--- src/rtl/adder_carry_pipe.sv ---
// Pipelined N-bit adder: STAGES carry-chained SEG-bit segments with valid/ready flow control.
// Define ADDER_OVF_FLAG_EN to add the registered signed-overflow output o_overflow.
module adder_carry_pipe #(
    parameter int unsigned N      = 16,
    parameter int unsigned STAGES = 4
) (
    input  logic         i_clk,
    input  logic         i_reset,
    input  logic         i_valid,
    output logic         o_ready,
    input  logic [N-1:0] i_adder_a,
    input  logic [N-1:0] i_adder_b,
    input  logic         i_cin,
    output logic         o_valid,
    input  logic         i_ready,
    output logic [N-1:0] o_adder_sum,
`ifdef ADDER_OVF_FLAG_EN
    output logic         o_overflow,
`endif
    output logic         o_cout
);

    localparam int unsigned SEG  = N / STAGES;
    localparam int unsigned LAST = STAGES - 1;

    logic              adv;
    logic [STAGES-1:0] vld_q;
    logic [STAGES-1:0] v_in;
    logic [STAGES-1:0] c_q;
    logic [STAGES-1:0] c_in;
    logic [STAGES-1:0] c_d;

    // Per-stage operand skew registers and partial-sum deskew registers.
    logic [N-1:0] a_q  [STAGES];
    logic [N-1:0] b_q  [STAGES];
    logic [N-1:0] s_q  [STAGES];
    logic [N-1:0] a_in [STAGES];
    logic [N-1:0] b_in [STAGES];
    logic [N-1:0] s_in [STAGES];
    logic [N-1:0] s_d  [STAGES];

    assign o_valid     = vld_q[LAST];
    assign adv         = !o_valid || i_ready;
    assign o_ready     = adv;
    assign o_adder_sum = s_q[LAST];
    assign o_cout      = c_q[LAST];

    for (genvar k = 0; k < STAGES; k++) begin : g_stage
        logic [SEG:0] seg_sum;

        if (k == 0) begin : g_head
            assign a_in[k] = i_adder_a;
            assign b_in[k] = i_adder_b;
            assign s_in[k] = '0;
            assign c_in[k] = i_cin;
            assign v_in[k] = i_valid;
        end else begin : g_link
            assign a_in[k] = a_q[k-1];
            assign b_in[k] = b_q[k-1];
            assign s_in[k] = s_q[k-1];
            assign c_in[k] = c_q[k-1];
            assign v_in[k] = vld_q[k-1];
        end

        assign seg_sum = {1'b0, a_in[k][k*SEG +: SEG]} + {1'b0, b_in[k][k*SEG +: SEG]}
                       + {{SEG{1'b0}}, c_in[k]};
        // Segment k of the incoming partial sum is still zero, so OR acts as an insert.
        assign s_d[k]  = s_in[k] | (N'(seg_sum[SEG-1:0]) << (k * SEG));
        assign c_d[k]  = seg_sum[SEG];
    end

`ifdef ADDER_OVF_FLAG_EN
    logic ovf_q;
    logic ovf_d;

    // Carry into the MSB is recovered from the MSB operand and sum bits.
    assign ovf_d      = a_in[LAST][N-1] ^ b_in[LAST][N-1] ^ s_d[LAST][N-1] ^ c_d[LAST];
    assign o_overflow = ovf_q;
`endif

    always_ff @(posedge i_clk or posedge i_reset) begin
        if (i_reset) begin
            vld_q <= '0;
            c_q   <= '0;
            for (int k = 0; k < STAGES; k++) begin
                a_q[k] <= '0;
                b_q[k] <= '0;
                s_q[k] <= '0;
            end
`ifdef ADDER_OVF_FLAG_EN
            ovf_q <= 1'b0;
`endif
        end else if (adv) begin
            vld_q <= v_in;
            for (int k = 0; k < STAGES; k++) begin
                a_q[k] <= a_in[k];
                b_q[k] <= b_in[k];
            end
            for (int k = 0; k < int'(LAST); k++) begin
                s_q[k] <= s_d[k];
                c_q[k] <= c_d[k];
            end
            // The output stage only loads real results, so outputs hold across bubbles.
            if (v_in[LAST]) begin
                s_q[LAST] <= s_d[LAST];
                c_q[LAST] <= c_d[LAST];
`ifdef ADDER_OVF_FLAG_EN
                ovf_q     <= ovf_d;
`endif
            end
        end
    end

endmodule

--- config.mk ---
export PLATFORM = sky130hd
export DESIGN_NAME = adder_carry_pipe
export DESIGN_NICKNAME = d
export VERILOG_FILES = /design/src/rtl/adder_carry_pipe.sv
export SDC_FILE = /design/constraint.sdc
export NUM_CORES = 1
export LEC_CHECK = 0
export ABC_AREA = 1
export CAP_MARGIN = 20
export CELL_PAD_IN_SITES_DETAIL_PLACEMENT = 1
export CELL_PAD_IN_SITES_GLOBAL_PLACEMENT = 2
export CORE_MARGIN = 2
export CORE_UTILIZATION = 25
export DETAILED_ROUTE_END_ITERATION = 10
export GPL_TIMING_DRIVEN = 1
export PLACE_DENSITY = 0.65
export REMOVE_ABC_BUFFERS = 1
export SLEW_MARGIN = 25
export SYNTH_ARGS = -nofsm -noshare
export SYNTH_HDL_FRONTEND = slang
export SYNTH_SLANG_ARGS = --single-unit
--- constraint.sdc ---
create_clock -name i_clk -period 3.45 [get_ports i_clk]
set_input_delay 0.69 -clock i_clk [delete_from_list [all_inputs] [get_ports i_clk]]
set_output_delay 0.69 -clock i_clk [all_outputs]
set_load 0.01 [all_outputs]
==> results of run 1 <==
per-layer routing:
layer,up-vias,global-route usage [%],wire [µm]
li1,1556,-,-
met1,1477,13.6,4250
met2,40,18.7,4300
met3,13,2.49,341
met4,0,5.61,216
met5,-,0,0
final cells by class:
| type | count | share of cell area, % |
|---|---|---|
| Multi-Input combinational cell | 304 | 28.4 |
| Clock buffer | 11 | 4.76 |
| Timing Repair Buffer | 59 | 11.4 |
| Tap cell | 220 | 5.18 |
| Sequential cell | 96 | 45.2 |
| Inverter | 49 | 3.51 |
| Clock inverter | 5 | 1.48 |
final timing paths:
path,start,endpoint,slack (ns)
min in group asynchronous,i_reset,vld_q[3],0.77
min,s_in[17],s_in[17],0.47
max in group asynchronous,i_reset,b_in[41],1.97
min reg2reg,s_in[17],s_in[17],0.47
max,i_ready,o_ready,0.91
max reg2reg,vld_q[3],c_q[1],1.71
metrics by stage:
step	hold WS, ns	area, µm²	util, %
3_3_place_gp	0.455	4980	30.0
3_5_place_dp	0.458	4980	30.0
2_1_floorplan	0.442	4100	-
5_1_grt	0.509	5310	32.0
4_1_cts	0.476	5310	32.0
6_report	0.474	5310	32.0
Yosys cell counts:
cell type  instances  share of area [%]
a21oi_1            8               0.94
o21ai_1           23                2.7
inv_2              3               0.26
nand2_4            1               0.26
nand2_1          189                 17
buf_2              9                1.1
dfrtp_1           96                 57
fa_1               8                3.8
xnor2_1            1               0.21
nor2_1            13                1.1
nand3_1           18                2.1
buf_4              2               0.35
o21ai_2            5                1.0
nand2_2            1               0.15
buf_6              8                2.1
clkbuf_1           1              0.088
o21ai_0           25                2.9
inv_1             46                4.1
ha_1              12                3.5
worst reg2reg max path, delay by kind of cell (launching register included):
family                 cells  cell delay [ns]
AO/OA/AOI/OAI              1             0.12
buffers and inverters      2             0.96
AND/OR/NAND/NOR            2             0.18
flip-flops                 1             0.41
logic make-up after synthesis:
group | Yosys count | synth area share, %
adder cells (fa/ha/maj) | 20 | 7.30
flip-flops | 96 | 56.5
AND/OR/NAND/NOR | 222 | 20.4
XOR/XNOR | 1 | 0.206
AO/OA/AOI/OAI | 61 | 7.63
buffers and inverters | 69 | 7.95
layout by cell type, fill, tap and decap left out, types with 2 or more instances in the layout:
cell type	count
o21ai_2	5
inv_2	3
o21ai_1	23
bufinv_16	2
dfrtp_1	96
buf_4	2
clkbuf_8	2
a21oi_1	8
buf_12	2
clkbuf_16	9
clkdlybuf4s50_1	55
inv_1	45
ha_1	12
nand3_1	18
o21ai_0	25
clkinv_2	2
nor2_1	13
fa_1	8
nand2_1	189
sequential cells by signal (all words and copies together), names as in the netlist:
signal and cells:
vld_q 4, b_in 24, s_in 24, c_q 4, o_adder_sum 16, a_in 24
where the power goes:
group / switching (mW) / internal, mW / total (mW)
clock: 0.437 / 0.674 / 1.11
sequential: 0.252 / 1.61 / 1.86
combinational: 0.951 / 0.709 / 1.66
==> key figures, run 1 <==
Drt
  – Initial DRT Pass Iterations: 4
  – Initial DRC Count: 102
  – # DRC: 0
  – Post-route ant nets: 0
  – Vias: 3,086
  – Vias/cell: 4.15
  – DR WL/cell: 12.2 µm
  – Total wire length: 9.11 mm

GRT
  – Vias in the first global route: 3,352
  – Gr usage total: 11.2%
  – Largest net degree at the start of global routing: 67
  – First-pass GRT wire length: 16.0 mm
  – Total grt overflow: 0
  – Initial antenna violation count: 0

Critical path
  – Critical path class: primary input to primary output
  – Most used cell, CP: clkdlybuf4s50_1
  – CP max FO: 3
  – Crit-path slowest cell: clkdlybuf4s50_1
  – Worst setup EP type: primary output
  – Critical Path RT: 2.76 ns
  – CP Data Arrival Time: 1.85 ns
  – Crit path depth: 4
  – Critical path buffers and inverters: 3
  – Critical-path cell list: clkdlybuf4s50_1 -> inv_2 -> nand2_4 -> clkdlybuf4s50_1
  – Crit-path leading delay family: buffers and inverters
  – CP startpoint kind: primary input
  – Crit-path max cell delay: 0.58 ns
  – Reg2Reg Depth: 5

Logic synthesis
  – Post-Syn Area: 0.00425 mm²
  – Sequential area share after synthesis: 56.5%
  – Syn Area/Cell: 9.06 µm²
  – YS warnings: 0
  – Distinct cell type count after synthesis: 19
  – Syn Inst Count: 469
  – FF+latch count, synth: 96

Clock network
  – Post-CTS setup buffer count: 0
  – Clk buf depth: 2
  – CTS HTree Levels: 3
  – Clock root buffer: clkbuf_16
  – Clock Sinks: 96
  – Hold buffers post-CTS: 0
  – CTS Buf Count: 9
  – Post-cts sizing count: 0
  – CTS tree: yes
  – Clk Latency, worst-skew pair: 0.35 ns
  – Clock transition at the registers of the reported paths: 0.07 ns

Job
  – Max Cap Viol: 0

Timing
  – Setup Skew: 0.00595 ns
  – Final number of setup-violating endpoints: 0
  – Clock period minus worst slack: 2.54 ns
  – Slew @ Worst Pin: 0.653 ns
  – RSZ-0062 raised after global routing: false
  – Final Hold Viols: 0
  – Pins Over Slew Limit: 0
  – Setup TNS: 0 ns
  – Crit share post-route: 73.6%
  – Setup ws final: 0.911 ns
  – Max frequency: 394 MHz
  – Slew headroom: 56.3%

Floorplanning
  – Initial Util: 25.6%
  – Row count: 47
  – Die width: 134 µm
  – Core ar.: 0.0166 mm²
  – I/O pins: 56
  – Die height: 134 µm
  – Die area: 0.0181 mm²

Power
  – Max rail drop VDD: 0.261 mV
  – Pwr Density: 872 mW/mm²
  – Leak pwr: 2.62 nW
  – Total power: 4.63 mW

Status
  – Status: finished clean

Placement
  – Gpl congestion: 0.687
  – Buffers added on ports: 55
  – Final HPWL from detailed placement: 5.91 mm
  – Setup WS pre-CTS: 0.901 ns
  – Placed insts: 728

Layout
  – Layout net count: 576
  – Register area: 0.00240 mm²
  – Synthesis-to-finish area growth: 25.0%
  – FILL cells: 1,949
  – N_diodes: 0
  – Layout cells sized above 1: 5.92%
  – Layout Cells excl Fill: 744
  – Footprint of the multi-input gates: 0.00151 mm²

Worst hold path
  – Worst Hold Path Cells: 2
  – Worst min-delay path class: flop to flop
(Power assumes the default switching activity.)
==> inputs of run 2 (changes only) <==
- clock period: 3.45 -> 2.4 ns (I/O delays scaled with it)
==> run 2 against run 1 <==
  * First-iteration DRC count decreased by 9.8%
  * Via count up 0.75%
  * Clock skew barely moved
  * Sequential share of layout area down 0.096 points
  * Critical path depth did not move
  * Utilization up 0.068 points
  * Final cell count grew 0.81%
  * Clock power increased by 24%
  * Worst setup slack got worse by 0.60 ns
  * Combinational power grew 48%
==> key figures, run 2 (synthesis gave the netlist of run 1 again) <==
Timing
  – Final Hold Viols: 0 (unchanged)
  – Max frequency: 478 MHz
  – Crit share post-route: 87.1%
  – RSZ-0062 raised after global routing: false (unchanged)
  – Final number of setup-violating endpoints: 0 (unchanged)
  – Clock period minus worst slack: 2.09 ns
  – Setup Skew: 0.00637 ns (was 0.00595 ns)
  – Slew @ Worst Pin: 0.538 ns (was 0.653 ns)
  – Pins Over Slew Limit: 0 (unchanged)
  – WHS: 0.473 ns (was 0.474 ns)
  – Slew headroom: 64.2% (was 56.3%)
  – Setup TNS: 0 ns (unchanged)

Clock network
  – Clock root buffer: clkbuf_16 (unchanged)
  – CTS tree: yes (unchanged)
  – Clock Sinks: 96 (unchanged)
  – Clk Latency, worst-skew pair: 0.34 ns (was 0.35 ns)
  – Clock transition at the registers of the reported paths: 0.06 ns (was 0.07 ns)
  – Post-cts sizing count: 0 (unchanged)
  – CTS HTree Levels: 3 (unchanged)
  – Hold buffers post-CTS: 0 (unchanged)
  – Clk buf depth: 2 (unchanged)
  – Post-CTS setup buffer count: 0 (unchanged)
  – CTS Buf Count: 9 (unchanged)

Layout
  – Layout net count: 582 (was 576)
  – Layout cells sized above 1: 6.79% (was 5.92%)
  – N_diodes: 0 (unchanged)
  – Layout Cells excl Fill: 750 (was 744)
  – Synthesis-to-finish area growth: 25.2% (was 25.0%)
  – FILL cells: 1,932 (was 1,949)
  – Commonest non-fill, non-tap cell in the layout: nand2_1 (unchanged)
  – Final core utilization: 32.1% (was 32.0%)
  – Design Area, Final: 0.00532 mm² (was 0.00531 mm²)
  – Most frequent cells in the layout: 189 x nand2_1, 96 x dfrtp_1, 55 x clkdlybuf4s50_1 (unchanged)

Job
  – Max Cap Viol: 0 (unchanged)

Floorplanning
  – Die area: 0.0181 mm² (unchanged)
  – Row count: 47 (unchanged)
  – Die height: 134 µm (unchanged)
  – Initial Util: 25.6% (unchanged)
  – Die width: 134 µm (unchanged)
  – Core ar.: 0.0166 mm² (unchanged)
  – I/O pins: 56 (unchanged)

GRT
  – Vias in the first global route: 3,441 (was 3,352)
  – First-pass GRT wire length: 16.0 mm (about the same)
  – Total grt overflow: 0 (unchanged)
  – Initial antenna violation count: 0 (unchanged)
  – Gr usage total: 11.1% (was 11.2%)
  – Largest net degree at the start of global routing: 54 (was 67)

Placement
  – Placed insts: 734 (was 728)
  – Gpl congestion: 0.706 (was 0.687)
  – Buffers added on ports: 55 (unchanged)
  – Final HPWL from detailed placement: 6.18 mm (was 5.91 mm)
  – Placed cell areas: 0.00504 mm² (was 0.00498 mm²)

Drt
  – Vias/cell: 4.15 (about the same)
  – DR WL/cell: 12.1 µm (was 12.2 µm)
  – Vias: 3,109 (was 3,086)
  – Total wire length: 9.07 mm (was 9.11 mm)
  – Initial DRT Pass Iterations: 4 (unchanged)
  – Post-route ant nets: 0 (unchanged)
  – # DRC: 0 (unchanged)
  – Initial DRC Count: 92 (was 102)

Critical path
  – Reg2Reg Depth: 6 (was 5)
  – Critical path class: primary input to primary output (unchanged)
  – CP max FO: 2 (was 3)
  – Critical Path RT: 1.92 ns (was 2.76 ns)
  – CP startpoint kind: primary input (unchanged)
  – CP Data Arrival Time: 1.61 ns (was 1.85 ns)
  – Worst setup EP type: primary output (unchanged)

Status
  – Status: finished clean (unchanged)

Power
  – Int Pwr: 4.16 mW (was 2.99 mW)
  – Comb power frac: 37.6% (was 35.8%)
  – Switching part of the total power: 36.1% (was 35.4%)
  – Register share of total power: 41.1% (was 40.2%)
  – Pwr Density: 1220 mW/mm² (was 872 mW/mm²)
  – Leak pwr: 2.64 nW (was 2.62 nW)
  – Net Sw Power: 2.35 mW (was 1.64 mW)
  – Max rail drop VDD: 0.433 mV (was 0.261 mV)
  – Clock power frac: 21.2% (was 24.0%)

Worst hold path
  – Worst Hold Path Cells: 2 (unchanged)
  – Worst min-delay path class: flop to flop (unchanged)
[run 2: power groups by stage]
| stage | combinational (mW) | clock, mW | sequential [mW] |
|---|---|---|---|
| after CTS | 2.52 | 1.45 | 2.70 |
| after floorplan | 1.53 | 0 | 2.69 |
| after detailed placement | 2.50 | 0 | 2.72 |
| after global routing | 2.91 | 1.50 | 2.78 |
| final | 2.45 | 1.38 | 2.68 |
| after global placement | 2.42 | 0 | 2.69 |
[run 2: final timing paths]
kind | from | to | slack (ns)
max reg2reg | c_q[2] | c_q[3] | 0.71
min | b_in[46] | b_in[46] | 0.47
max in group asynchronous | i_reset | s_in[10] | 1.34
min reg2reg | b_in[46] | b_in[46] | 0.47
max | i_ready | o_ready | 0.31
min in group asynchronous | i_reset | o_adder_sum[3] | 0.49
[run 2: cell type report]
cell class	count	area, µm²	share of cell area [%]
flip-flops and latches	96	2400	45.1
multi-input cells	304	1510	28.4
repair buffers	65	663	12.5
well taps	220	275	5.17
clock buffers	13	270	5.08
inverters	49	186	3.50
clock inverters	3	15.0	0.282
[run 2: metal layers]
metal	GRT usage (%)	vias to the layer above	share of wire, %
met3	2.76	12	4.0
met5	0	-	0
li1	-	1554	-
met4	4.91	0	1.8
met2	19.6	47	50
met1	12.9	1496	44
[run 2: per-stage QoR]
step           setup WS, ns  power [mW]
2_1_floorplan        -0.585        4.22
3_3_place_gp          0.311        5.11
3_5_place_dp          0.302        5.22
4_1_cts               0.307        6.66
5_1_grt               0.288        7.19
6_report              0.309        6.51
[run 2: critical path, stage by stage]
cell and delay (ns):
clkdlybuf4s50_1 0.48, inv_2 0.05, nand2_4 0.07, clkdlybuf4s50_1 0.54
